`src/rtl/trackball_ifc.sv`:
```
// trackball_ifc: two-axis quadrature trackball counter with atomic snapshot and byte read-back.
// Define TRACKBALL_FILTER_EN to compile in the per-input stable-count glitch filter.
module trackball_ifc #(
  parameter int unsigned FILTER_LEN = 3
) (
  input  logic       clk,
  input  logic       clr_n,
  input  logic       qx_a,
  input  logic       qx_b,
  input  logic       qy_a,
  input  logic       qy_b,
  input  logic       flip,
  input  logic       latch_n,
  input  logic       cs_n,
  input  logic       sel,
  output logic [7:0] dout,
  output logic       err
);

  typedef enum logic [1:0] {
    STEP_NONE,
    STEP_UP,
    STEP_DN,
    STEP_BAD
  } step_e;

  // Wide enough for the longest guard the filter range allows.
  localparam int unsigned INIT_W = $clog2(FILTER_LEN + 4);
`ifdef TRACKBALL_FILTER_EN
  localparam int unsigned INIT = 3 + FILTER_LEN;
`else
  localparam int unsigned INIT = 3;
`endif
  localparam logic [INIT_W-1:0] INIT_V = INIT_W'(INIT);

  // Bit order everywhere: [0]=qx_a, [1]=qx_b, [2]=qy_a, [3]=qy_b.
  logic [3:0] raw;
  logic [3:0] sync1_q;
  logic [3:0] sync2_q;
  logic [3:0] filt;
  logic [3:0] prev_q;

  assign raw = {qy_b, qy_a, qx_b, qx_a};

  always_ff @(posedge clk or negedge clr_n) begin
    if (!clr_n) begin
      sync1_q <= '0;
      sync2_q <= '0;
    end else begin
      sync1_q <= raw;
      sync2_q <= sync1_q;
    end
  end

`ifdef TRACKBALL_FILTER_EN
  localparam logic [3:0] STAB_LAST = 4'(FILTER_LEN - 1);

  logic [3:0][3:0] stab_q;
  logic [3:0][3:0] stab_d;
  logic [3:0]      filt_q;
  logic [3:0]      filt_d;

  always_comb begin
    filt_d = filt_q;
    stab_d = '0;
    for (int unsigned i = 0; i < 4; i++) begin
      if (sync2_q[i] != filt_q[i]) begin
        if (stab_q[i] == STAB_LAST) begin
          filt_d[i] = sync2_q[i];
        end else begin
          stab_d[i] = stab_q[i] + 4'd1;
        end
      end
    end
  end

  always_ff @(posedge clk or negedge clr_n) begin
    if (!clr_n) begin
      stab_q <= '0;
      filt_q <= '0;
    end else begin
      stab_q <= stab_d;
      filt_q <= filt_d;
    end
  end

  assign filt = filt_q;
`else
  assign filt = sync2_q;
`endif

  logic [INIT_W-1:0] init_q;
  logic [INIT_W-1:0] init_d;
  logic              run;

  assign run    = (init_q == INIT_V);
  assign init_d = run ? init_q : init_q + INIT_W'(1);

  function automatic logic [1:0] phase(input logic [1:0] ab);
    unique case (ab)
      2'b00:   phase = 2'd0;
      2'b01:   phase = 2'd1;
      2'b11:   phase = 2'd2;
      default: phase = 2'd3;
    endcase
  endfunction

  function automatic step_e decode(input logic [1:0] prev_ab,
                                   input logic [1:0] cur_ab,
                                   input logic       rev);
    logic [1:0] d;
    d = phase(cur_ab) - phase(prev_ab);
    unique case (d)
      2'd1:    decode = rev ? STEP_DN : STEP_UP;
      2'd3:    decode = rev ? STEP_UP : STEP_DN;
      2'd2:    decode = STEP_BAD;
      default: decode = STEP_NONE;
    endcase
  endfunction

  function automatic logic [7:0] bump(input logic [7:0] cnt, input step_e s);
    unique case (s)
      STEP_UP: bump = cnt + 8'd1;
      STEP_DN: bump = cnt - 8'd1;
      default: bump = cnt;
    endcase
  endfunction

  step_e step_x;
  step_e step_y;

  always_comb begin
    step_x = STEP_NONE;
    step_y = STEP_NONE;
    if (run) begin
      step_x = decode({prev_q[0], prev_q[1]}, {filt[0], filt[1]}, flip);
      step_y = decode({prev_q[2], prev_q[3]}, {filt[2], filt[3]}, flip);
    end
  end

  logic [7:0] cnt_x_q,  cnt_x_d;
  logic [7:0] cnt_y_q,  cnt_y_d;
  logic [7:0] hold_x_q, hold_x_d;
  logic [7:0] hold_y_q, hold_y_d;
  logic [7:0] dout_q,   dout_d;
  logic       err_q,    err_d;
  logic       latch_prev_q;
  logic       latch_fall;

  // Holds capture the counters before this cycle's step, so a snapshot is never torn.
  always_comb begin
    latch_fall = !latch_n && latch_prev_q;
    cnt_x_d    = bump(cnt_x_q, step_x);
    cnt_y_d    = bump(cnt_y_q, step_y);
    hold_x_d   = latch_fall ? cnt_x_q : hold_x_q;
    hold_y_d   = latch_fall ? cnt_y_q : hold_y_q;
    err_d      = err_q;
    if (latch_fall) begin
      err_d = 1'b0;
    end
    if (step_x == STEP_BAD || step_y == STEP_BAD) begin
      err_d = 1'b1;
    end
    dout_d = cs_n ? dout_q : (sel ? hold_y_q : hold_x_q);
  end

  always_ff @(posedge clk or negedge clr_n) begin
    if (!clr_n) begin
      init_q       <= '0;
      prev_q       <= '0;
      cnt_x_q      <= '0;
      cnt_y_q      <= '0;
      hold_x_q     <= '0;
      hold_y_q     <= '0;
      dout_q       <= '0;
      err_q        <= 1'b0;
      latch_prev_q <= 1'b0;
    end else begin
      init_q       <= init_d;
      prev_q       <= filt;
      cnt_x_q      <= cnt_x_d;
      cnt_y_q      <= cnt_y_d;
      hold_x_q     <= hold_x_d;
      hold_y_q     <= hold_y_d;
      dout_q       <= dout_d;
      err_q        <= err_d;
      latch_prev_q <= latch_n;
    end
  end

  assign dout = dout_q;
  assign err  = err_q;

endmodule

```
`config.mk`:
```
export PLATFORM = sky130hd
export DESIGN_NAME = trackball_ifc
export DESIGN_NICKNAME = d
export VERILOG_FILES = /design/src/rtl/trackball_ifc.sv
export SDC_FILE = /design/constraint.sdc
export NUM_CORES = 1
export LEC_CHECK = 0
export CORE_ASPECT_RATIO = 0.6
export CORE_MARGIN = 1
export CORE_UTILIZATION = 60
export DETAILED_ROUTE_END_ITERATION = 8
export DONT_BUFFER_PORTS = 1
export PLACE_DENSITY = 0.83
export SYNTH_ARGS = -nofsm -noshare
export SYNTH_HDL_FRONTEND = slang
export SYNTH_SLANG_ARGS = --single-unit
```
`constraint.sdc`:
```
create_clock -name clk -period 5.7 [get_ports clk]
set_clock_uncertainty 0.15 [all_clocks]
set_input_delay 1.71 -clock clk [delete_from_list [all_inputs] [get_ports clk]]
set_output_delay 1.71 -clock clk [all_outputs]
set_load 0.01 [all_outputs]
```
-- Word level (Yosys, flattened, before mapping)
Index checks and enable logic that the tools add are counted.
- muxes and demuxes: 19
- equality and inequality tests: 21
- add/sub/neg operators: 7
- reduce and logical (&&, ||, !) cells: 10
- operators by type and width (operator ; number):
    $pmux 2 s3 ; 6
    $pmux 8 s2 ; 2
    $eq 2x2->1 const B ; 12
    $add 8x1->8 const B ; 2
    $eq 2x1->1 const B ; 8
    $mux 2 ; 8
    $sub 8x1->8 const B ; 2
    $logic_not 2->1 ; 4
    $mux 8 ; 1
    $reduce_bool 2->1 ; 3
    $sub 2x2->2 ; 2
    $add 3x1->3 const B ; 1
    $eq 3x2->1 const B ; 1
    $mux 1 ; 2
    $logic_and 1x1->1 ; 1
    $logic_not 1->1 ; 1
    $logic_or 1x1->1 ; 1
- register bits: 57
- output and inout bits: 9
- input port bits: 10

-- Logic depth before layout (Yosys ltp)
Gate-level depths: netlist of the first run.
- depth in word-level cells: 10
- mapped depth: 15
- gate-level depth less buffers: 15

-- Worst setup path after synthesis of the first run
OpenSTA, ideal clock, no wires.
- path kind: input-to-reg
- start: input flip
- end: register cnt_x_q[7]
- buffers on the path: 0
- stages on the path: 10
- data arrival time: 3.668 ns
- path slack: 1.759 ns
- data required time: 5.428 ns
- path through: nor2b_1 -> xnor2_1 -> and2_1 -> ha_1 -> ha_1 -> o21a_1 -> or4_4 -> o21ai_2 -> a21oi_2 -> xnor2_1
- word-level cells in the longest chain between the ends: 5
- elaborated cells between the ends (all ways): 8
- ends and longest elaborated chain (what ; line ; text):
    from (decl) ; 12 ; input logic flip,
    $mux 2 (on tied branches) ; 115, 114 ;
    $pmux 2 s3 * ; 113 ; unique case (d)
    $mux 2 * ; 135 ; if (run) begin
    $eq 2x2->1 / $eq 2x1->1 (equally long branches) ; 122 ; unique case (s)
    $pmux 8 s2 / $reduce_bool 2->1 (equally long branches) ; -- ;
    to (signal assigned) ; 181 ; cnt_x_q <= cnt_x_d;
    to (decl) ; 141 ; logic [7:0] cnt_x_q, cnt_x_d;
Mark *: on every way between the ends. The rest lies on a longest branch, timed or not.
A chain may end at the register's enable or synchronous reset.

-- Final worst setup path of the first run
- start: input flip
- end: register cnt_y_q[7]
- word-level cells in the longest chain between the ends: 5
- elaborated cells between the ends (all ways): 8
- ends and longest elaborated chain (what ; line ; text):
    $mux 2 (on tied branches) ; 115, 114 ;
    $pmux 2 s3 * ; 113 ;
    $mux 2 * ; 135 ;
    $eq 2x2->1 / $eq 2x1->1 (equally long branches) ; 122 ;
    $pmux 8 s2 / $reduce_bool 2->1 (equally long branches) ; -- ;
    to (signal assigned) ; 182 ; cnt_y_q <= cnt_y_d;
    to (decl) ; 142 ; logic [7:0] cnt_y_q, cnt_y_d;
Marks and branches as above.

==> results of run 1 <==
layout make-up:
| class | count | area, um^2 |
|---|---|---|
| Clock buffer | 14 | 172.7 |
| Clock inverter | 2 | 35.03 |
| Fill cell | 353 | 1420 |
| Inverter | 15 | 56.30 |
| Multi-Input combinational cell | 194 | 1510 |
| Sequential cell | 57 | 1426 |
| Tap cell | 63 | 78.83 |
| Timing Repair Buffer | 1 | 7.507 |
placed cells by master, fill, tap and decap left out, types with 3 or more instances in the layout:
cell,instances
a211oi_1,3
a21o_1,3
a21oi_1,7
and2_1,4
clkbuf_8,12
dfrtp_1,57
ha_1,28
inv_1,15
mux2_2,19
mux2i_1,9
nand2_1,23
nand3_1,6
nor2_1,14
nor2b_1,6
nor3b_1,6
o21ai_0,22
xnor2_1,14
xor2_1,6
sequential cells by signal (all words and copies together), names as in the netlist:
name,count
cnt_x_q,8
cnt_y_q,8
dout,8
err,1
filt,4
hold_x_q,8
hold_y_q,8
init_q,3
latch_prev_q,1
prev_q,4
sync1_q,4
cells in the mapped netlist (2+ instances only):
master / count / share of area, %
inv_1: 15 / 1.9
mux2_2: 19 / 7.1
o311ai_0: 2 / 0.58
o21ai_0: 22 / 3.6
nor3b_1: 6 / 1.5
nor2_1: 14 / 1.7
a211oi_1: 3 / 0.74
nand2_1: 23 / 2.8
buf_2: 3 / 0.49
nor2b_1: 6 / 1.2
fa_1: 2 / 1.3
nor3_1: 2 / 0.33
xor2_1: 6 / 1.7
o21ai_2: 2 / 0.58
nand3_1: 6 / 0.99
ha_1: 28 / 12
mux2i_1: 9 / 3.0
nand2b_1: 2 / 0.41
and2_1: 4 / 0.82
xnor2_1: 14 / 4.0
dfrtp_1: 57 / 47
a21o_1: 3 / 0.74
a21oi_1: 7 / 1.2
clkbuf_1: 5 / 0.62
worst min-delay path by stage:
stage	start	endpoint	slack, ps
after global routing	sync1_q[0]$_DFF_PN0_	filt[0]$_DFF_PN0_	210
after floorplan	sync1_q[0]$_DFF_PN0_	filt[0]$_DFF_PN0_	180
final	sync1_q[1]$_DFF_PN0_	filt[1]$_DFF_PN0_	200
after CTS	sync1_q[0]$_DFF_PN0_	filt[0]$_DFF_PN0_	210
after detailed placement	sync1_q[2]$_DFF_PN0_	filt[2]$_DFF_PN0_	190
after global placement	sync1_q[0]$_DFF_PN0_	filt[0]$_DFF_PN0_	180
power groups by stage:
stage / clock (W) / combinational, W / sequential, W
2_1_floorplan: 0 / 0.000712 / 0.000653
6_report: 0.000388 / 0.000861 / 0.000685
5_1_grt: 0.000413 / 0.000971 / 0.000704
3_3_place_gp: 0 / 0.000810 / 0.000684
3_5_place_dp: 0 / 0.000846 / 0.000690
4_1_cts: 0.000396 / 0.000859 / 0.000686
through the flow:
stage	std cells	area (um^2)
2_1_floorplan	275	3034
5_1_grt	346	3287
6_report	346	3287
4_1_cts	346	3287
3_5_place_dp	330	3079
3_3_place_gp	330	3079
kinds of logic (layout without fill, tap and decap cells):
family | count (synthesis) | count (layout) | share of synthesized area, %
AND/OR/NAND/NOR | 68 | 68 | 11.30
flip-flops | 57 | 57 | 47.01
AO/OA/AOI/OAI | 48 | 48 | 9.815
adder cells (fa/ha/maj) | 30 | 30 | 12.87
multiplexers | 28 | 28 | 10.02
buffers and inverters | 24 | 32 | 3.216
XOR/XNOR | 20 | 20 | 5.773
per-layer routing:
metal / track usage (%) / vias to the layer above
met2: 34.93 / 49
met5: 0 / -
met3: 7.867 / 6
met4: 8.571 / 0
li1: - / 963
met1: 32.01 / 960
worst max-delay path: stages:
cell and delay (ps):
nor2b_1 160, xnor2_1 140, and2_1 170, ha_1 470, ha_1 340, a21oi_1 220
a2bb2oi_1 330, a21oi_1 150, xnor2_1 150, o32ai_1 250
==> run summary, run 1 <==
Congestion Overflow GR: 0
Crit path required time: 5780 ps
critical path class: in -> reg
H-tree Lvls: 3
Mapped Area: 0.003034 mm^2
switching part of the total power: 37.73%
Tot Pwr: 0.001934 W
WL/cell: 15.61 um
Bufs on Longest Clock Path: 2
vias in the first global route: 1933
Combinational Power Share: 44.5%
Avg Vias per Cell: 5.717
Hold Path Class: reg -> reg
Cells on Worst Hold Path: 0
I/O pin count: 19
met2 routed WL: 2.432 mm
die area: 0.005355 mm^2
TritonCTS clock tree: built
Slew HR: 62.06%
final worst slack: 1685 ps
TNS Setup: 0 ps
Sink Count: 57
highest metal used: met4
post-CTS setup buffers: 0
final setup vio count: 0
max-slew violations: 0
Clock Power Share: 20.1%
largest net degree at the start of global routing: 58
Nets: 318
r2r worst-path depth: 13
# DRC: 0
DIE WIDTH: 93.81 um
reg2reg setup slack: 1980 ps
area grow syn2layout: 8.330%
Power Density: 588.3 mW/mm^2
syn nets: 315
first-pass GRT wire length: 9.252 mm
status: completed
asr flop ratio synth: 100.0%
Fmax: 249.1 MHz
Yosys warning count: 0
post-DP HPWL: 3.734 mm
CTS Buf Count: 9
Root Driver: clkbuf_8
CP Launch Point: flip
latest clock arrival within the worst-skew pair: 340 ps
Pre-antenna DRT Iters: 4
RSZ-0062 raised after global routing: no
Net Sw Power: 0.0007295 W
Antenna Cells: 0
GPL Wtd Cong: 0.8088
worst vdd rail ir drop: 356.8 uV
fin util: 69.83%
Crit. End Element: flop
CP startpoint kind: primary input
RR Startpoint: filt[3]$_DFF_PN0_
number of I/O port buffers: 0
Met1 Wirelength: 2.582 mm
DRT iter0 DRCs: 117
Final min period: 4015 ps
post-route ant nets: 0
max_cap viols: 0
pre-CTS WS: 1442 ps
main flop type after synthesis: dfrtp_1
Leak: 1.495 nW
worst path arrival time: 4090 ps
final worst-path cycle share: 70.44%
hold buffer count at CTS: 0
worst setup path endpoint: cnt_y_q[7]$_DFFE_PN0P_
Post-synth EDFFs: 0
sequential area share after synthesis: 47.01%
cell internal pwr: 0.001204 W
vias post-DR: 1978
Initial Util: 64.46%
post-synth cell types: 39
row count: 19
CP Max Fanout: 11
syn_area_per_cell: 11.03 um^2
post-CTS sizing: 0
Met3 Wirelength: 334 um
Final Hold Viols: 0
Detailed Route WL: 5.401 mm
initial antenna violation count: 0
Cells after Synth: 275
Worst-path clk slew: 60 ps
chip height: 57.09 um
Total GRT Usage: 23.37%
sequential power share: 35.4%
core area: 0.004707 mm^2
post-synthesis register bit count: 57
Crit Reg-Reg Endpoint: cnt_y_q[7]$_DFFE_PN0P_
layout cells sized above 1: 13.78%
Hold WS: 201.6 ps
measured slew at the worst slew-check pin: 569.1 ps
No activity file was read; power rests on OpenSTA's default activity.
==> run 2, diff against run 1 <==
- clock period: 5.7 -> 4.2 ns (I/O delays scaled with it)
==> run summary, run 2 (same netlist as run 1, synthesis figures left out) <==
status: completed (unchanged)
Avg Vias per Cell: 5.679 (was 5.717)
CP Launch Point: filt[3]$_DFF_PN0_ (was flip)
RSZ-0062 raised after global routing: no (unchanged)
Antenna Cells: 0 (unchanged)
worst path arrival time: 3720 ps (was 4090 ps)
Fmax: 274.9 MHz
Crit path required time: 4280 ps (was 5780 ps)
CP startpoint kind: flop (was primary input)
RR Startpoint: filt[3]$_DFF_PN0_ (unchanged)
GPL Wtd Cong: 0.8086 (was 0.8088)
largest net degree at the start of global routing: 58 (unchanged)
Crit. End Element: flop (unchanged)
Final Hold Viols: 0 (unchanged)
measured slew at the worst slew-check pin: 588.4 ps (was 569.1 ps)
Final min period: 3638 ps
Hold Path Class: reg -> reg (unchanged)
DRT iter0 DRCs: 126 (was 117)
Slew HR: 60.77% (was 62.06%)
hold buffer count at CTS: 0 (unchanged)
final setup vio count: 0 (unchanged)
max_cap viols: 0 (unchanged)
CTS Buf Count: 9 (unchanged)
post-CTS sizing: 0 (unchanged)
most frequent cells in the layout: dfrtp_1 (57), ha_1 (28), nand2_1 (23) (unchanged)
Power Density: 793.2 mW/mm^2 (was 588.3 mW/mm^2)
latest clock arrival within the worst-skew pair: 340 ps (about the same)
row count: 19 (unchanged)
vias post-DR: 1965 (was 1978)
chip height: 57.09 um (unchanged)
final worst slack: 562.5 ps (was 1685 ps)
initial antenna violation count: 0 (unchanged)
fin util: 69.56% (was 69.83%)
post-route ant nets: 0 (unchanged)
WL/cell: 15.55 um (was 15.61 um)
Worst-path clk slew: 60 ps (about the same)
pre-CTS WS: 396.8 ps (was 1442 ps)
area grow syn2layout: 7.918% (was 8.330%)
most common cell after layout, fill and taps aside: dfrtp_1 (unchanged)
Hold WS: 202.7 ps (was 201.6 ps)
Bufs on Longest Clock Path: 2 (unchanged)
Max stage delay cell, worst path: o311ai_0 (was ha_1)
TritonCTS clock tree: built (unchanged)
hold_sp: sync1_q[0]$_DFF_PN0_ (was sync1_q[1]$_DFF_PN0_)
DIE WIDTH: 93.81 um (unchanged)
FILL cells: 345 (was 353)
Leak: 1.490 nW (was 1.495 nW)
# DRC: 0 (unchanged)
final worst-path cycle share: 86.61%
H-tree Lvls: 3 (unchanged)
critical path class: reg -> reg (was in -> reg)
Finished Cell Area: 0.003274 mm^2 (was 0.003287 mm^2)
Detailed Route WL: 5.380 mm (was 5.401 mm)
I/O pin count: 19 (unchanged)
Initial Util: 64.46% (unchanged)
core area: 0.004707 mm^2 (unchanged)
Nets: 318 (unchanged)
CP peak stage delay: 480 ps (was 470 ps)
vias in the first global route: 1877 (was 1933)
CP Max Fanout: 11 (unchanged)
first-pass GRT wire length: 8.859 mm (was 9.252 mm)
dpl cell area: 0.003079 mm^2 (unchanged)
max-slew violations: 0 (unchanged)
worst vdd rail ir drop: 453.0 uV (was 356.8 uV)
Total GRT Usage: 22.75% (was 23.37%)
number of I/O port buffers: 0 (unchanged)
layout cells sized above 1: 14.49% (was 13.78%)
crit-path cells: inv_1 > ha_1 > ha_1 > xnor2_1 > xnor2_1 > and2_1 > ha_1 > ha_1 > o311ai_0 > mux2_2 > o32ai_1 (was nor2b_1 > xnor2_1 > and2_1 > ha_1 > ha_1 > a21oi_1 > a2bb2oi_1 > a21oi_1 > xnor2_1 > o32ai_1)
Sink Count: 57 (unchanged)
post-CTS setup buffers: 0 (unchanged)
most frequent CP cell: ha_1
post-DP HPWL: 3.757 mm (was 3.734 mm)
Root Driver: clkbuf_8 (unchanged)
Congestion Overflow GR: 0 (unchanged)
die area: 0.005355 mm^2 (unchanged)
Pre-antenna DRT Iters: 4 (unchanged)
TNS Setup: 0 ps (unchanged)
==> run 2: final timing paths <==
| kind | end | slack [ps] | depth (start not counted) |
|---|---|---|---|
| max in group asynchronous | dout[3]$_DFFE_PN0N_ | 3340 | 0 |
| worst max register to register | cnt_y_q[7]$_DFFE_PN0P_ | 560 | 11 |
| worst min register to register | filt[0]$_DFF_PN0_ | 200 | 0 |
| worst max-delay path | cnt_y_q[7]$_DFFE_PN0P_ | 560 | 11 |
| worst min-delay path | filt[0]$_DFF_PN0_ | 200 | 0 |
| min in group asynchronous | init_q[0]$_DFFE_PN0P_ | 460 | 0 |
==> run 2: layout make-up <==
cell class	instances	area [um^2]	area share, %
inverter	15	56.30	1.720
clock inverter	6	57.56	1.758
timing repair buffer	1	7.507	0.2293
sequential	57	1426	43.56
tap	63	78.83	2.407
multi-input combinational	194	1510	46.12
clock buffer	10	137.6	4.203
==> run 2: stage by stage <==
step,instances,total power (W)
finish,346,0.002597
global route,346,0.002800
CTS,346,0.002603
detailed placement,330,0.002083
global placement,330,0.002028
floorplan,275,0.001852
==> run 2: power by group <==
group / internal (W) / total [W] / switching [W]
registers: 0.000761 / 0.000929 / 0.000167
clock network: 0.000285 / 0.000499 / 0.000214
logic: 0.000551 / 0.00117 / 0.000619
==> run 2: per-layer routing <==
metal | wire length [um] | GRT usage (%) | vias to the layer above
li1 | - | - | 961
met1 | 2551 | 31.13 | 933
met2 | 2368 | 33.06 | 63
met3 | 388 | 8.000 | 8
met4 | 71 | 9.890 | 0
met5 | 0 | 0 | -
==> run 2: critical path: cells and delay by family (launching register included) <==
family,cells,cell delay [ps]
xor+xnor,2,440
flops,1,380
compound gates,2,610
simple gates,1,170
fa+ha+maj,4,1310
mux,1,400
buf+inv,1,60
==> run 3, diff against run 2 <==
- CORE_MARGIN: 1 -> 2
==> run summary, run 3 (same netlist as run 1, synthesis figures left out) <==
status: completed (unchanged)
post-CTS sizing: 0 (unchanged)
vias post-DR: 1960 (was 1965)
Congestion Overflow GR: 0 (unchanged)
final worst slack: 605.6 ps (was 562.5 ps)
most frequent CP cell: ha_1 (unchanged)
number of I/O port buffers: 0 (unchanged)
latest clock arrival within the worst-skew pair: 340 ps (about the same)
max_cap viols: 0 (unchanged)
I/O pin count: 19 (unchanged)
Slew HR: 62.62% (was 60.77%)
crit-path cells: ha_1 > ha_1 > xnor2_1 > xnor2_1 > and2_1 > ha_1 > ha_1 > o311ai_0 > mux2_2 > o32ai_1 (was inv_1 > ha_1 > ha_1 > xnor2_1 > xnor2_1 > and2_1 > ha_1 > ha_1 > o311ai_0 > mux2_2 > o32ai_1)
worst vdd rail ir drop: 455.0 uV (was 453.0 uV)
Worst-path clk slew: 60 ps (about the same)
Leak: 1.480 nW (was 1.490 nW)
Max stage delay cell, worst path: ha_1 (was o311ai_0)
Initial Util: 64.46% (unchanged)
critical path class: reg -> reg (unchanged)
TNS Setup: 0 ps (unchanged)
Root Driver: clkbuf_8 (unchanged)
multi-input logic area: 0.001510 mm^2 (unchanged)
CTS Buf Count: 9 (unchanged)
Crit path required time: 4280 ps (about the same)
cell internal pwr: 0.001569 W (was 0.001597 W)
Combinational Power Share: 45.2% (was 45.0%)
chip height: 59.09 um (was 57.09 um)
CP Max Fanout: 11 (unchanged)
Cells on Worst Hold Path: 0 (unchanged)
# DRC: 0 (unchanged)
Pre-antenna DRT Iters: 4 (unchanged)
Nets: 318 (unchanged)
most common cell after layout, fill and taps aside: dfrtp_1 (unchanged)
area grow syn2layout: 7.464% (was 7.918%)
Avg Vias per Cell: 5.681 (was 5.679)
RR Startpoint: filt[2]$_DFF_PN0_ (was filt[3]$_DFF_PN0_)
Total GRT Usage: 22.40% (was 22.75%)
sequential power share: 36.5% (was 35.7%)
final worst-path cycle share: 85.58% (was 86.61%)
register area: 0.001426 mm^2 (unchanged)
first-pass GRT wire length: 9.280 mm (was 8.859 mm)
FILL cells: 334 (was 345)
Sink Count: 57 (unchanged)
most frequent cells in the layout: dfrtp_1 (57), ha_1 (28), nand2_1 (23) (unchanged)
Final Hold Viols: 0 (unchanged)
Detailed Route WL: 5.369 mm (was 5.380 mm)
row count: 19 (unchanged)
GPL Wtd Cong: 0.7958 (was 0.8086)
Power Density: 778.8 mW/mm^2 (was 793.2 mW/mm^2)
Bufs on Longest Clock Path: 2 (unchanged)
pre-CTS WS: 462.0 ps (was 396.8 ps)
Net Sw Power: 0.0009698 W (was 0.001000 W)
CP peak stage delay: 470 ps (was 480 ps)
vias in the first global route: 1985 (was 1877)
final setup vio count: 0 (unchanged)
H-tree Lvls: 3 (unchanged)
worst path arrival time: 3680 ps (was 3720 ps)
layout cells sized above 1: 13.83% (was 14.49%)
WL/cell: 15.56 um (was 15.55 um)
DRT iter0 DRCs: 72 (was 126)
measured slew at the worst slew-check pin: 560.7 ps (was 588.4 ps)
Crit. End Element: flop (unchanged)
post-DP HPWL: 3.705 mm (was 3.757 mm)
largest net degree at the start of global routing: 58 (unchanged)
initial antenna violation count: 0 (unchanged)
Min-Delay Endpoint: filt[1]$_DFF_PN0_ (was filt[0]$_DFF_PN0_)
hold_sp: sync1_q[1]$_DFF_PN0_ (was sync1_q[0]$_DFF_PN0_)
Crit Reg-Reg Endpoint: cnt_y_q[7]$_DFFE_PN0P_ (unchanged)
DIE WIDTH: 95.81 um (was 93.81 um)
switching part of the total power: 38.19% (was 38.52%)
die area: 0.005661 mm^2 (was 0.005355 mm^2)
RSZ-0062 raised after global routing: no (unchanged)
post-CTS setup buffers: 0 (unchanged)
hold buffer count at CTS: 0 (unchanged)
Clock Power Share: 18.3% (was 19.2%)
max-slew violations: 0 (unchanged)
core area: 0.004707 mm^2 (unchanged)
Fmax: 278.2 MHz (was 274.9 MHz)
Hold Path Class: reg -> reg (unchanged)
r2r worst-path depth: 10 (was 11)
post-route ant nets: 0 (unchanged)
TritonCTS clock tree: built (unchanged)
Antenna Cells: 0 (unchanged)
Final min period: 3594 ps (was 3638 ps)
CP startpoint kind: flop (unchanged)
reg2reg setup slack: 610 ps (was 560 ps)
[run 3: cell types whose count changed in the layout (fill, tap and decap cells not counted)]
| cell | before | now |
|---|---|---|
| bufinv_16 | 1 | 0 |
| clkbuf_1 | 0 | 1 |
| clkbuf_8 | 10 | 12 |
| clkinv_2 | 4 | 1 |
[run 3: through the flow]
stage               power, W  instances  cell area, um^2  util [%]  hold slack [ps]
floorplan           0.001852        275             3034         -            181.2
global placement    0.002028        330             3079     65.42            183.0
detailed placement  0.002066        330             3079     65.42            187.0
CTS                 0.002555        345             3261     69.27            206.2
global route        0.002760        345             3261     69.27            211.9
finish              0.002539        345             3261     69.27            206.6
[run 3: power by group through the flow]
stage                     combinational (W)  sequential (W)  clock, W
final                               0.00115        0.000928  0.000464
after global routing                0.00130        0.000955  0.000505
after CTS                           0.00115        0.000929  0.000479
after detailed placement            0.00113        0.000935         0
after global placement              0.00110        0.000927         0
after floorplan                    0.000966        0.000886         0
[run 3: critical path, delay by kind of cell, from the launching register on]
kind | cells | cell delay, ps
xor+xnor | 2 | 430
fa+ha+maj | 4 | 1370
compound gates | 2 | 570
simple gates | 1 | 180
flops | 1 | 410
mux | 1 | 380
[run 3: worst max path at each step]
stage,from,endpoint,slack [ps],cells past startpoint
6_report,filt[2]$_DFF_PN0_,cnt_y_q[7]$_DFFE_PN0P_,610,10
5_1_grt,filt[3]$_DFF_PN0_,cnt_y_q[7]$_DFFE_PN0P_,260,11
4_1_cts,filt[3]$_DFF_PN0_,cnt_y_q[7]$_DFFE_PN0P_,620,13
3_5_place_dp,flip,cnt_y_q[7]$_DFFE_PN0P_,460,10
3_3_place_gp,flip,cnt_y_q[7]$_DFFE_PN0P_,500,8
2_1_floorplan,flip,cnt_x_q[7]$_DFFE_PN0P_,710,10
[run 3: layout make-up]
class | instances | share of cell area (%)
Clock buffer | 13 | 5.180
Clock inverter | 2 | 0.3837
Inverter | 15 | 1.727
Multi-Input combinational cell | 194 | 46.32
Sequential cell | 57 | 43.75
Tap cell | 63 | 2.417
Timing Repair Buffer | 1 | 0.2302
[run 3: layer usage]
layer,part of all wire (%),vias to the layer above,global-route usage (%)
met1,49,952,29.81
met3,5.3,7,6.616
met4,1.2,0,10.20
li1,-,956,-
met2,44,45,34.37
met5,0,-,0
